[src/rtl/scoreboard_slot_ctrl.sv]
// scoreboard_slot_ctrl: per-slot K/G/P status codes feeding the 16-slot prefix network.
module scoreboard_slot_ctrl #(
    parameter int NSLOT = 16,
    parameter int ID_W  = 4
) (
    input  logic                 clk,
    input  logic                 rst,
    input  logic                 alloc_valid,
    output logic                 alloc_ready,
    output logic [ID_W-1:0]      alloc_id,
    input  logic                 cmpl_valid,
    input  logic [ID_W-1:0]      cmpl_id,
    input  logic                 ret_valid,
    input  logic [ID_W-1:0]      ret_id,
    input  logic                 flush,
    output logic [2*NSLOT-1:0]   r_bus,
    output logic [ID_W:0]        count,
    output logic                 full,
    output logic                 empty,
    output logic                 err
);
    localparam logic [1:0] K = 2'b00;
    localparam logic [1:0] P = 2'b01;
    localparam logic [1:0] G = 2'b10;

    logic [NSLOT-1:0][1:0] slot_q, slot_d;
    logic [ID_W:0]         count_q, count_d;
    logic                  err_q, err_d;
    logic                  any_free, grant, cmpl_ok, ret_ok;

    always_comb begin
        alloc_id = '0;
        any_free = 1'b0;
        for (int i = NSLOT - 1; i >= 0; i--) begin
            if (slot_q[i] == K) begin
                alloc_id = ID_W'(i);
                any_free = 1'b1;
            end
        end
    end

    assign alloc_ready = any_free & ~flush;
    assign grant       = alloc_valid & alloc_ready;
    assign cmpl_ok     = cmpl_valid & (slot_q[cmpl_id] == P);
    assign ret_ok      = ret_valid & (slot_q[ret_id] == G);

    // A legal alloc targets a K slot, so it never collides with a legal cmpl or ret.
    always_comb begin
        slot_d  = slot_q;
        count_d = flush ? '0 : count_q + (ID_W+1)'(grant) - (ID_W+1)'(ret_ok);
        err_d   = err_q | (~flush & ((cmpl_valid & ~cmpl_ok) | (ret_valid & ~ret_ok)));
        if (flush) begin
            slot_d = '0;
        end else begin
            if (grant)   slot_d[alloc_id] = P;
            if (cmpl_ok) slot_d[cmpl_id]  = G;
            if (ret_ok)  slot_d[ret_id]   = K;
        end
    end

    always_ff @(posedge clk or posedge rst) begin
        if (rst) begin
            slot_q  <= '0;
            count_q <= '0;
            err_q   <= 1'b0;
        end else begin
            slot_q  <= slot_d;
            count_q <= count_d;
            err_q   <= err_d;
        end
    end

    assign r_bus = slot_q;
    assign count = count_q;
    assign full  = count_q == (ID_W+1)'(NSLOT);
    assign empty = count_q == '0;
    assign err   = err_q;
endmodule
[config.mk]
export PLATFORM = sky130hd
export DESIGN_NAME = scoreboard_slot_ctrl
export DESIGN_NICKNAME = d
export VERILOG_FILES = /design/src/rtl/scoreboard_slot_ctrl.sv
export SDC_FILE = /design/constraint.sdc
export NUM_CORES = 1
export LEC_CHECK = 0
export ABC_AREA = 1
export CORE_MARGIN = 2
export CORE_UTILIZATION = 40
export DETAILED_ROUTE_END_ITERATION = 16
export PLACE_DENSITY = 0.65
export SLEW_MARGIN = 30
export SYNTH_ARGS = -nofsm -noshare
export SYNTH_HDL_FRONTEND = slang
export SYNTH_SLANG_ARGS = --single-unit
[constraint.sdc]
create_clock -name clk -period 3 [get_ports clk]
set_input_delay 0.9 -clock clk [delete_from_list [all_inputs] [get_ports clk]]
set_output_delay 0.9 -clock clk [all_outputs]
set_load 0.01 [all_outputs]
=== Yosys cells after proc, flatten, opt, wreduce, memory -nomap -nowiden ===
Cells that the tools add are included.

* Memories: 0
* Memory bits (read-only): 0
* RAM bits: 0
* Bits in latches: 0
* Register bits after elaboration: 38
* Word-level logic and storage cells: 118
* Input bits: 14
* Output and inout port bits: 45

* Multiply operators: 0
* Shifts and indexed selects: 0
* Magnitude comparators: 6
* Multiplexer cells: 49
* Divide/modulo/power cells: 0
* Bitwise operators: 20
* Eq/ne operators: 3
* Reduce and logical (&&, ||, !) cells: 20
* $add $sub $neg: 2

{| class="wikitable"
|+ Operator list
! operator !! count
|-
| $mux W32 || 6
|-
| $mux W4 || 16
|-
| $and A16 B16 Y16 || 2
|-
| $and A32 B32 Y32 || 1
|-
| $logic_not A2 Y1 || 16
|-
| $not A16 Y16 || 2
|-
| $not A32 Y32 || 1
|-
| $or A16 B16 Y16 || 2
|-
| $demux W2 S4 || 3
|-
| $bmux W2 S4 || 2
|-
| $mux W1 || 16
|-
| $lt A4 B5 Y1 const B || 3
|-
| $ge A4 B1 Y1 const B || 3
|-
| $mux W2 || 5
|-
| $and A1 B1 Y1 || 7
|-
| $add A5 B1 Y5 || 1
|-
| $eq A5 B5 Y1 const B || 1
|-
| $logic_not A5 Y1 || 1
|-
| $mux W5 || 1
|-
| $sub A5 B1 Y5 || 1
|-
| $logic_and A1 B1 Y1 || 3
|-
| $not A1 Y1 || 3
|-
| $eq A2 B1 Y1 const B || 1
|-
| $eq A2 B2 Y1 const B || 1
|-
| $or A1 B1 Y1 || 2
|}

=== Depth between registers and ports, before layout ===
Gate-level depths: netlist of run 1.

* Depth after elaboration: 31
* Depth in mapped cells: 21
* Mapped depth without buffers: 20

=== Worst setup path before layout of run 1 ===
OpenSTA, ideal clock, no wires.

* Path type: in2reg
* Start point: in ret_id[0]
* End point: reg count_q[4] (netlist: count[4])
* Arrival: 3.145 ns
* Setup slack: -0.269 ns
* Buffers on the path: 1
* Data required time: 2.875 ns
* Cell stages on the path: 19
* Cell sequence: nor2_1 > inv_2 > o22ai_2 > o21ai_0 > nand4_1 > nand2_2 > nor2_4 > buf_6 > ha_1 > inv_1 > ha_1 > inv_1 > fa_1 > inv_1 > a21oi_1 > nor2_1 > nor2_1 > xor2_1 > nor2_1

* Word-level cells in the longest chain between the ends: 6

{| class="wikitable"
|+ Ends and longest elaborated chain
! element !! RTL line !! RTL
|-
| start, declared || 14 || <nowiki>input logic [ID_W-1:0] ret_id,</nowiki>
|-
| $bmux W2 S4 || 45 || <nowiki>assign ret_ok = ret_valid & (slot_q[ret_id] == G);</nowiki>
|-
| $mux W2 (implied by the code) || 45 ||
|-
| $eq A2 B2 Y1 || 45 ||
|-
| $and A1 B1 Y1 || 45 ||
|-
| $sub A5 B1 Y5 || 50 || <nowiki>count_d = flush ? '0 : count_q + (ID_W+1)'(grant) - (ID_W+1)'(ret_ok);</nowiki>
|-
| $mux W5 || 50 ||
|-
| via count_d[4] || 27 || <nowiki>logic [ID_W:0] count_q, count_d;</nowiki>
|-
| end signal, assigned || 68 || <nowiki>count_q <= count_d;</nowiki>
|-
| end, declared || 27 ||
|}

The timed path passes the listed nets, and every way through them passes these cells. The select of a mux whose other input is x is not followed.

=== Final worst setup path of run 1 ===
* Start point: in ret_id[1]
* End point: reg count_q[4] (netlist: count[4])

The elaborated chain is that of the path after synthesis.

==> flow_summary.json, run 1 <==
{
  "syn_area_per_cell_sq_um": 6.91,
  "reg2regPathDepth": 18,
  "grt_overflow": 0,
  "postLayoutCoreUtil": 0.613,
  "drc": 0,
  "path_cells": "buf_6 -> nor2_4 -> buf_6 -> a22oi_2 -> o221ai_2 -> nand2_1 -> nand4_1 -> nand2_2 -> nor2_4 -> ha_4 -> inv_2 -> ha_4 -> inv_2 -> fa_2 -> inv_2 -> a21oi_2 -> nor2_1 -> nor2_1 -> xor2_1 -> nor2_1",
  "tritoncts": "done",
  "slowest_delay_ns": 0.32,
  "die_area_sq_um": 7700,
  "worstSetupPathType": "input pin to register",
  "hold_viol": 0,
  "synthTopCellsByArea": "dfrtp_1 34%, inv_1 9.8%, nand2_1 9.8%, nor2_1 7.2%, a21oi_1 5.7%",
  "via_per_inst": 5.23,
  "die_y_um": 87.7,
  "fillers": 651,
  "cts_hold_buf": 0,
  "synth_edf_count": 0,
  "slowest_stage": "fa_2",
  "root_buffer": "clkbuf_8",
  "grt_pass1_vias": 3095,
  "crit_path_end": "count[4]",
  "max-slew-margin-rel": 0.663,
  "chipWidth_um": 87.7,
  "grt_setup_unrepaired": "yes",
  "finalCritPeriodShare": 0.980,
  "yosys.cell_types.count": 33,
  "ios": 59,
  "synthTopCellsByCount": "73 x inv_1, 73 x nand2_1, 54 x nor2_1",
  "grt_pass1_wl_um": 15500,
  "final-seq-area_sq_um": 951,
  "clock_skew_ns": 0.00581,
  "hp-class": "register to register",
  "met3_length_um": 608,
  "crit_family": "simple AND/OR/NAND/NOR gates",
  "place_ws_ns": -0.772,
  "antenna_found_initial": 0,
  "synth_area_sq_um": 2800,
  "gp_congestion": 0.942,
  "dpl.hpwl_um": 7600,
  "top_layer_used": "met4",
  "synth_nets": 427,
  "grt_usage": 0.266,
  "yosys_register_bits": 38,
  "drt_iter0_markers": 196,
  "cp.depth": 20,
  "cts_sinks": 38,
  "grt_start_max_net_pins": 39,
  "placed_cells": 603,
  "cts.clk_slew.worst_paths_ns": 0.08,
  "met1Wirelength_um": 4480,
  "r2r_start": "r_bus[29]",
  "instances_no_fill": 617,
  "drv_slew": 0,
  "crit_path_start_kind": "input pin",
  "synth_top_area_cell": "dfrtp_1",
  "yosysWarnings": 0,
  "irDropWorstVdd_mv": 0.293,
  "wl_met2_um": 4530,
  "async_reset_ff_frac": 1.00,
  "htreeDepth": 2,
  "reg2reg_slack_ns": 0.37,
  "worstPathRequired_ns": 3.23,
  "ys_seq_area_frac": 0.339,
  "power.leakage_nw": 1.90,
  "synth_ff_type": "dfrtp_1",
  "nets": 541,
  "cts.path.max_buffers": 2,
  "end_kind": "register",
  "setup_violations": 0,
  "ant_nets": 0,
  "coreArea_sq_um": 6790,
  "num_rows": 30,
  "wl_per_cell_um": 15.9,
  "arrival_ns": 3.17,
  "yosys.area.top_type_share": 0.339,
  "min_period_ns": 2.94,
  "critPathLaunch": "ret_id[1]",
  "io_buffers": 58,
  "critPathBufInv": 5,
  "num_vias": 3224,
  "holdWs_ns": 0.463,
  "syn-instance-count": 406,
  "multi_input_area_sq_um": 1670,
  "status": "completed",
  "cp_max_fo": 5,
  "areaGrowthSynthToFinish_pct": 48.6,
  "dr.pass1.iters": 5,
  "tightest_slew_ns": 0.505,
  "fmax_mhz": 340,
  "clock_latency_ns": 0.29,
  "diodes": 0,
  "setup_slack_ns": 0.0615,
  "wl_um": 9830,
  "drive_gt1_frac": 0.238,
  "p_per_area_nw_per_um2": 313,
  "r2r-end": "count[4]",
  "cts_made_buffers": 5,
  "start_util": 0.413,
  "drv_cap": 0
}
==> routing by layer <==
metal | vias up | global-route usage
met5 | - | 0
met4 | 0 | 0.0811
met3 | 19 | 0.0537
met2 | 138 | 0.421
met1 | 1502 | 0.366
li1 | 1565 | -
==> layout make-up <==
| cell class | count | area share |
|---|---|---|
| inverter | 79 | 0.0730 |
| sequential | 38 | 0.228 |
| clock inverter | 3 | 0.00961 |
| clock buffer | 5 | 0.0165 |
| tap | 96 | 0.0288 |
| timing repair buffer | 113 | 0.242 |
| multi-input combinational | 283 | 0.402 |
==> how the worst min path moves through the flow <==
stage               startpoint  endpoint  slack [ns]  cells past startpoint
global route               err       err        0.49                      1
floorplan                  err       err        0.49                      1
global placement           err       err        0.45                      1
finish                     err       err        0.46                      1
CTS                        err       err        0.47                      1
detailed placement         err       err        0.45                      1
==> through the flow <==
stage          total power [W]  area [sq um]  setup TNS, ns
6_report               0.00130          4170              0
5_1_grt                0.00136          4170         -0.183
4_1_cts                0.00131          4080        -0.0705
3_5_place_dp          0.000860          3860          -5.83
3_3_place_gp          0.000858          3860          -5.13
2_1_floorplan         0.000704          2840         -0.149
==> state kept, by name, summed over array words and instances (netlist names) <==
name   flops
count      5
r_bus     32
err        1
==> worst reg2reg max path: cells and delay by family (launching register included) <==
kind            cells  cell delay (ns)
simple gates        6             0.71
fa+ha+maj           3             0.68
buf+inv             5             0.38
flops               1             0.35
compound gates      3             0.31
xor+xnor            1             0.13
==> repair_timing <==
item,in CTS,in global routing
setup buffers,5,2
cloned,0,0
gates resized for setup,31,34
pin swaps,13,12
setup endpoints to repair,7,15
==> logic make-up after synthesis <==
kind of cell / count (synthesis) / synth area share
compound gates: 98 / 0.220
simple gates: 176 / 0.277
fa+ha+maj: 7 / 0.0339
xor+xnor: 2 / 0.00625
buf+inv: 85 / 0.124
flops: 38 / 0.339
==> power by group <==
group	leakage [nW]	internal [W]	switching [W]	total (W)
logic	1.32	0.000154	0.000170	0.000324
clock network	0.0579	0.000245	0.000189	0.000434
registers	0.522	0.000526	0.0000190	0.000545
total	1.90	0.000925	0.000378	0.00130
==> placed cells by master, fill, tap and decap left out, types with 2 or more instances in the layout <==
master and count:
a21boi_1 12, a21oi_1 29, a21oi_2 9, a22oi_1 5
buf_4 53, buf_6 3, clkbuf_8 5, clkdlybuf4s50_1 49
clkinv_1 2, clkinv_2 2, dfrtp_1 38, dlygate4sd2_1 2
dlymetal6s2s_1 4, ha_1 4, ha_4 2, inv_1 69
inv_2 5, inv_4 3, nand2_1 69, nand2_2 5
nand2_4 4, nand3_1 19, nand3b_1 2, nand4_1 10
nor2_1 42, nor2_2 11, nor2_4 9, nor3_2 4
o21ai_0 7, o21ai_1 7, o221ai_1 5, o22ai_1 17
o22ai_2 3
No activity file was read; power rests on OpenSTA's default activity.
==> inputs of run 2 (changes only) <==
--- a/config.mk
+++ b/config.mk
@@ -6,6 +6,7 @@
 export NUM_CORES = 1
 export LEC_CHECK = 0
 export ABC_AREA = 1
+export CAP_MARGIN = 20
 export CORE_MARGIN = 2
 export CORE_UTILIZATION = 40
 export DETAILED_ROUTE_END_ITERATION = 16
==> constraint.sdc (replaced) <==
create_clock -name clk -period 3.3 [get_ports clk]
set_input_delay 0.99 -clock clk [delete_from_list [all_inputs] [get_ports clk]]
set_output_delay 0.99 -clock clk [all_outputs]
set_load 0.01 [all_outputs]
==> run 2 against run 1 <==
Non-clock buffer count shrank 23. Worst setup slack worse by 0.0011 ns. Design area is 7.7% lower. Register-to-register slack better by 0.04 ns. Cell count fell by 3.7%. Sequential cell count unchanged. Highest routed layer unchanged. Sequential power is 9.5% lower. Total power down 10%. Largest power group unchanged. Critical endpoint is now alloc_ready. Clock skew grew 0.0023 ns. Combinational power decreased by 15%.
==> flow_summary.json, run 2 (synthesis gave the netlist of run 1 again) <==
{
  "drv_slew": 0,
  "cts.clk_slew.worst_paths_ns": 0.08,
  "multi_input_area_sq_um": 1550,
  "areaGrowthSynthToFinish_pct": 37.2,
  "start_util": 0.413,
  "via_per_inst": 5.27,
  "postLayoutCoreUtil": 0.566,
  "final_cell_mix": "71 x inv_1, 71 x nand2_1, 52 x clkdlybuf4s50_1",
  "root_buffer": "clkbuf_8",
  "ios": 59,
  "grt_setup_unrepaired": "no",
  "ant_nets": 0,
  "cts_hold_buf": 0,
  "grt_pass1_vias": 2944,
  "chipWidth_um": 87.7,
  "dr.pass1.iters": 5,
  "setup_slack_ns": 0.0603,
  "cp_max_fo": 3,
  "hp-class": "register to register",
  "cts.path.max_buffers": 2,
  "drv_cap": 0,
  "power.leakage_nw": 1.75,
  "die_y_um": 87.7,
  "crit_family": "buffers and inverters",
  "finalCritPeriodShare": 0.982,
  "grt_usage": 0.274,
  "num_vias": 3131,
  "path_cells": "clkdlybuf4s50_1 -> a21oi_2 -> clkdlybuf4s50_1",
  "fillers": 698,
  "grt_start_max_net_pins": 39,
  "grt_pass1_wl_um": 15700,
  "wl_per_cell_um": 16.7,
  "fmax_mhz": 309,
  "status": "completed",
  "drc": 0,
  "p_per_area_nw_per_um2": 305,
  "io_buffers": 58,
  "drive_gt1_frac": 0.157,
  "instances_no_fill": 594,
  "wl_um": 9890,
  "clock_latency_ns": 0.31,
  "slowest_delay_ns": 0.55,
  "worstPathRequired_ns": 2.31,
  "final-seq-area_sq_um": 951,
  "end_kind": "output pin",
  "max-slew-margin-rel": 0.669,
  "tightest_slew_ns": 0.496,
  "drt_iter0_markers": 240,
  "grt_overflow": 0,
  "hold_viol": 0,
  "dpl.hpwl_um": 7820,
  "cts_sinks": 38,
  "clock_skew_ns": 0.00816,
  "min_period_ns": 3.24,
  "cpMostUsedCell": "clkdlybuf4s50_1",
  "crit_path_start_kind": "input pin",
  "antenna_found_initial": 0,
  "placed_cells": 583,
  "coreArea_sq_um": 6790,
  "worstSetupPathType": "input pin to output pin",
  "setup_violations": 0,
  "die_area_sq_um": 7700,
  "tritoncts": "done",
  "slowest_stage": "clkdlybuf4s50_1",
  "gp_congestion": 0.942,
  "cts_made_buffers": 5,
  "htreeDepth": 2,
  "largest_reg_flops": 32,
  "diodes": 0,
  "arrival_ns": 2.25,
  "num_rows": 30,
  "nets": 518,
  "irDropWorstVdd_mv": 0.227,
  "critPathBufInv": 2,
  "place_ws_ns": -0.605
}
==> run 2: cell count changes in the layout (fill, tap and decap cells not counted), moves of 3 or more <==
cell,change
a21oi_2,-3
buf_4,-21
buf_6,-3
a21oi_1,+3
clkdlybuf4s50_1,+3
nor2_1,+8
nor2_4,-6
==> run 2: where the power goes <==
group          leakage, nW  internal [W]  total [W]  switching, W
combinational         1.17      0.000125   0.000275      0.000150
sequential           0.522      0.000478   0.000493     0.0000145
clock               0.0579      0.000223   0.000406      0.000183
total                 1.75      0.000826    0.00117      0.000348
==> run 2: stage by stage <==
stage | TNS, ns | cell area, sq um | total power [W] | hold WS, ns
final | 0 | 3850 | 0.00117 | 0.464
after global routing | 0 | 3850 | 0.00122 | 0.489
after CTS | 0 | 3830 | 0.00118 | 0.471
after detailed placement | -1.85 | 3680 | 0.000770 | 0.447
after global placement | -1.62 | 3680 | 0.000766 | 0.448
after floorplan | 0 | 2810 | 0.000639 | 0.493
==> run 2: repair_timing <==
action / 4_1_cts / 5_1_grt
pin swaps: 0 / 2
resized for setup: 13 / 12
buffers inserted: 2 / 1
endpoints found under the setup margin: 4 / 4
==> run 2: per-layer routing <==
| metal | track usage | wire (um) | up-vias |
|---|---|---|---|
| li1 | - | - | 1513 |
| met3 | 0.0358 | 669 | 12 |
| met1 | 0.394 | 4470 | 1463 |
| met2 | 0.435 | 4610 | 143 |
| met4 | 0.0685 | 144 | 0 |
| met5 | 0 | 0 | - |
==> run 2: layout make-up <==
cell class                      instances  area share
Sequential cell                        38       0.247
Clock inverter                          3      0.0104
Timing Repair Buffer                   90       0.213
Multi-Input combinational cell        283       0.402
Inverter                               79      0.0784
Clock buffer                            5      0.0179
Tap cell                               96      0.0312
==> run 2: final timing paths <==
| path | cells after the start | from | to | slack, ns |
|---|---|---|---|---|
| worst min-delay path | 1 | err | err | 0.46 |
| worst max-delay path | 3 | flush | alloc_ready | 0.06 |
| worst max register to register | 17 | r_bus[1] | count[4] | 0.41 |
| max in group asynchronous | 3 | rst | r_bus[11] | 1.85 |
| min in group asynchronous | 3 | rst | count[1] | 1.09 |
| worst min register to register | 1 | err | err | 0.46 |
==> patch 1: new RTL, flow settings as in run 2 <==
Change the parameter `ID_W` from 4 to 5.
--- a/src/rtl/scoreboard_slot_ctrl.sv
+++ b/src/rtl/scoreboard_slot_ctrl.sv
@@ -3,3 +3,3 @@
     parameter int NSLOT = 16,
-    parameter int ID_W  = 4
+    parameter int ID_W  = 5
 ) (
Interface: changed (resized alloc_id, cmpl_id, count and ret_id); port bits go from 59 to 63. The function was not compared with the original's and may differ.
==> patch 1 against run 2 <==
  * Power is 6.3% higher
  * Area after synthesis is 4.8% higher
  * Sequential cell count is 1 higher
  * Routed wire length is 1.4% lower
  * Die area is 4.6% higher
  * Sequential power is 3% higher
  * Core utilization is 0.17 points lower
  * Cell area is 5.3% higher
  * Setup slack better by 0.15 ns
  * Synthesized cell count is 7.6% higher
  * Global-route usage is 2.7 points lower
  * Largest power group unchanged
==> patch 1: results (changes against run 2) <==
| Metric | Value |
|---|---|
| Most frequent cells after synthesis | nand2_1, inv_1, nor2_1, dfrtp_1, a21oi_1 |
| Met3 Use GR | 4.359% (+0.78 points) |
| Met1 GRT Util | 33.10% (-6.3 points) |
| Worst R2R Setup Slack | 0.59 ns (+0.18 ns) |
| Initial DRC Count | 350 (+46%) |
| Register area share after synthesis | 33.21% (-0.71 points) |
| Worst-path clk slew | 0.08 ns (about the same) |
| Post-DP HPWL | 7656 µm (-2.1%) |
| Pwr dens | 307.9 nW/µm² (+0.92%) |
| VDD IR max | 0.0002532 V (+12%) |
| CP max FO | 4 (+1) |
| Largest net degree at the start of global routing | 40 (+2.6%) |
| R2r startpoint | r_bus[2]$_DFF_PP0_ |
| Met2 GRT Util | 40.72% (-2.8 points) |
| Final worst clock skew | 0.01044 ns (+0.002286 ns) |
| First-pass GRT wire length | 16080 µm (+2.3%) |
| Fin nets | 551 (+6.4%) |
| GRT Util Overall | 24.64% (-2.7 points) |
| Reported leakage power | 1.826 nW (+4.2%) |
| Status | completed |
| Synth top area cells | dfrtp_1, nand2_1, inv_1, nor2_1, a21oi_1 |
| CTS resizes | 15 (+2) |
| Delay-heaviest family, CP | simple AND/OR/NAND/NOR gates |
| Port bufs | 61 (+5.2%) |
| Worst Setup EP | alloc_id[3] |
| Critical R2R Capture | count[4]$_DFF_PP0_ |
| Internal power | 0.8641 mW (+4.6%) |
| WL per Instance | 15.64 µm (-6.1%) |
| Post-synthesis xor/xnor area fraction | 0% (-0.62 points) |
| DR WL met3 | 728 µm (+8.8%) |
| Synthesized Nets | 463 (+8.4%) |
| Wire length on met2 | 4546 µm (-1.3%) |
| Vias in the first global route | 3169 (+7.6%) |
| Routability congestion estimate | 0.9966 (+5.8%) |
| Worst-Margin Slew | 0.5002 ns (+0.004463 ns) |
| Post-synthesis compound-gate area fraction | 20.95% (-1.1 points) |
| Drt pass-1 iters | 5 (unchanged) |
| Crit-path max cell delay | 0.60 ns (+0.05 ns) |
| Post-CTS Setup Bufs | 3 (+1) |
| Vias | 3365 (+7.5%) |
| Reg power frac | 40.9% (-1.1 points) |
| Synth Area in Adders | 4.513% (+1.1 points) |
| Fin Hold WS | 0.4633 ns (-0.0003810 ns) |
| Clock group | 0.402 mW (-1%) |
| Fillers | 714 (+2.3%) |
| CP startpoint | r_bus[16]$_DFF_PP0_ |
| Reg2Reg Depth | 16 (-1) |
patch 1: changes by cell type after synthesis, moves of 4 or more:
cell | run 2 | this run
a21oi_1 | 32 | 36
a21oi_2 | 6 | 2
inv_1 | 73 | 81
nand2_1 | 73 | 83
nor2_1 | 54 | 69
nor2_2 | 7 | 2
o21ai_0 | 14 | 9
o21ai_1 | 0 | 4
o22ai_1 | 19 | 14
patch 1: cell type report:
cell class / count / area share, %
clock inverters: 2 / 0.9265
clock buffers: 5 / 1.699
inverters: 87 / 8.122
repair buffers: 85 / 19.61
multi-input cells: 307 / 42.50
flip-flops and latches: 39 / 24.09
well taps: 99 / 3.057
patch 1: through the flow:
stage	cells	cell area, µm²	setup WS [ns]
after floorplan	437	2952	0.003477
after global placement	609	3779	-0.5148
after detailed placement	609	3779	-0.6780
after CTS	621	3951	-0.01687
after global routing	624	4051	-0.04937
final	624	4051	0.2110
==> patch 2: new RTL, flow settings as in run 2 <==
Without the edit above. Put one more register stage on the output `err`. The value now appears one clock later. The other outputs are not delayed to match.
--- a/src/rtl/scoreboard_slot_ctrl.sv
+++ b/src/rtl/scoreboard_slot_ctrl.sv
@@ -76,3 +76,5 @@
     assign empty = count_q == '0;
-    assign err   = err_q;
+    always_ff @(posedge clk) begin
+        err <= err_q;
+    end
 endmodule
Formal check against the unedited RTL: not equivalent (a bounded check fails within 4 cycles, from zero or initial values and one cycle with rst high).
==> patch 2 against run 2 <==
  * Maximum frequency increased by 2.2%
  * Clock power increased by 3%
  * Sequential power increased by 2%
  * Sequential cell count increased by 1
  * Routed wire length decreased by 4.5%
  * Non-clock buffer count unchanged
  * Cell area increased by 0.75%
  * Area after synthesis increased by 0.71%
  * Setup slack improved by 0.069 ns
  * Power increased by 1.4%
  * Largest cell class unchanged
==> patch 2: results (changes against run 2) <==
| Metric | Value |
|---|---|
| Routability congestion estimate | 0.9257 (-1.7%) |
| VDD IR max | 0.0001606 V (-29%) |
| Max FFs per register | 32 (unchanged) |
| Hold Path End | err$_DFF_P_ |
| Post-placement cell area | 3717 µm² (+0.95%) |
| DR WL met3 | 622 µm (-7.0%) |
| HP Start | err_q$_DFF_PP0_ |
| Cells after synthesis | 407 (+0.25%) |
| First-pass GRT wire length | 14960 µm (-4.8%) |
| Fin Hold WS | 0.3856 ns (-0.07806 ns) |
| Pins Over Slew Limit | 0 (unchanged) |
| Post-DP HPWL | 7529 µm (-3.7%) |
| Placed instance count | 586 (+0.51%) |
| Reg2Reg Depth | 17 (unchanged) |
| Initial DRC Count | 245 (+2.1%) |
| Met3 Use GR | 3.487% (-0.094 points) |
| H-tree depth | 2 (unchanged) |
| Setup ws final | 0.1296 ns (+0.06926 ns) |
| Fin nets | 519 (+0.19%) |
| WL met1 | 4047 µm (-9.5%) |
| Drt pass-1 iters | 5 (unchanged) |
| Sequential Power | 0.505 mW (+2%) |
| Vias | 3100 (-0.99%) |
| CTS max path bufs | 2 (unchanged) |
| HP Class | register to register |
| Final wirelength | 9444 µm (-4.5%) |
| Vias in the first global route | 3007 (+2.1%) |
| Worst Setup EP | alloc_ready |
| Pre-CTS setup slack | -0.6153 ns (-0.01046 ns) |
| Port bufs | 58 (unchanged) |
| Crit path DAT | 2.18 ns (-0.07 ns) |
| Slew headroom | 67.13% (+0.19 points) |
| Latest clock arrival within the worst-skew pair | 0.29 ns (-0.02 ns) |
| Fraction of registers with async set/reset | 97.44% (-2.6 points) |
| Net Sw Power | 0.3344 mW (-3.9%) |
| Final worst clock skew | 0.006279 ns (-0.001876 ns) |
| Most frequent cells after synthesis | inv_1, nand2_1, nor2_1, dfrtp_1, a21oi_1 |
| CTS root buffer | clkbuf_8 |
| Hold path depth | 0 (-1) |
| Met1 GRT Util | 34.58% (-4.9 points) |
| Distinct cells, synth | 34 (+3.0%) |
| WL per Instance | 15.87 µm (-4.7%) |
| Synthesized Nets | 428 (+0.23%) |
| Sw Share | 28.09% (-1.5 points) |
| CP max FO | 3 (unchanged) |
| Clock group | 0.420 mW (+3%) |
| Reported leakage power | 1.741 nW (-0.56%) |
| YS warnings | 0 (unchanged) |
| Synth top area cells | dfrtp_1, inv_1, nand2_1, nor2_1, a21oi_1 |
| Largest net degree at the start of global routing | 39 (unchanged) |
| Register area share after synthesis | 34.38% (+0.47 points) |
| DR top layer | met4 |
| GRT Util Overall | 25.48% (-1.9 points) |
| Share of layout cells above drive strength 1 | 16.03% (+0.37 points) |
| R2r startpoint | r_bus[6]$_DFF_PP0_ |
| Status | completed |
| Initial antenna violation count | 0 (unchanged) |
| Worst R2R Setup Slack | 0.53 ns (+0.12 ns) |
| Met2 GRT Util | 41.18% (-2.3 points) |
| Wire length on met2 | 4509 µm (-2.1%) |
-- patch 2: cell types whose count changed after synthesis --
cell,delta
dfxtp_1,+1
-- patch 2: layout make-up --
type                       instances  area [µm²]
tap                               96       120.1
sequential                        39       970.9
clock inverter                     2       35.03
inverter                          79       304.0
timing repair buffer              90       814.5
fill                             702        2955
clock buffer                       6       82.58
multi-input combinational        283        1549
-- patch 2: kinds of logic after synthesis --
logic type / after synthesis / share of synthesized area [%]
buffers and inverters: 85 / 12.27
AO/OA/AOI/OAI: 98 / 21.84
flip-flops: 39 / 34.38
AND/OR/NAND/NOR: 176 / 27.51
XOR/XNOR: 2 / 0.6204
adder cells (fa/ha/maj): 7 / 3.367
-- patch 2: what timing repair did --
action	4_1_cts	5_1_grt
pin swaps	0	1
hold buffers	0	0
endpoints found under the setup margin	5	5
setup buffers	0	1
resized for setup	13	16
-- patch 2: worst max-delay path, delay by kind of cell --
kind,cells,cell delay (ns)
compound gates,1,0.17
buf+inv,2,1.02
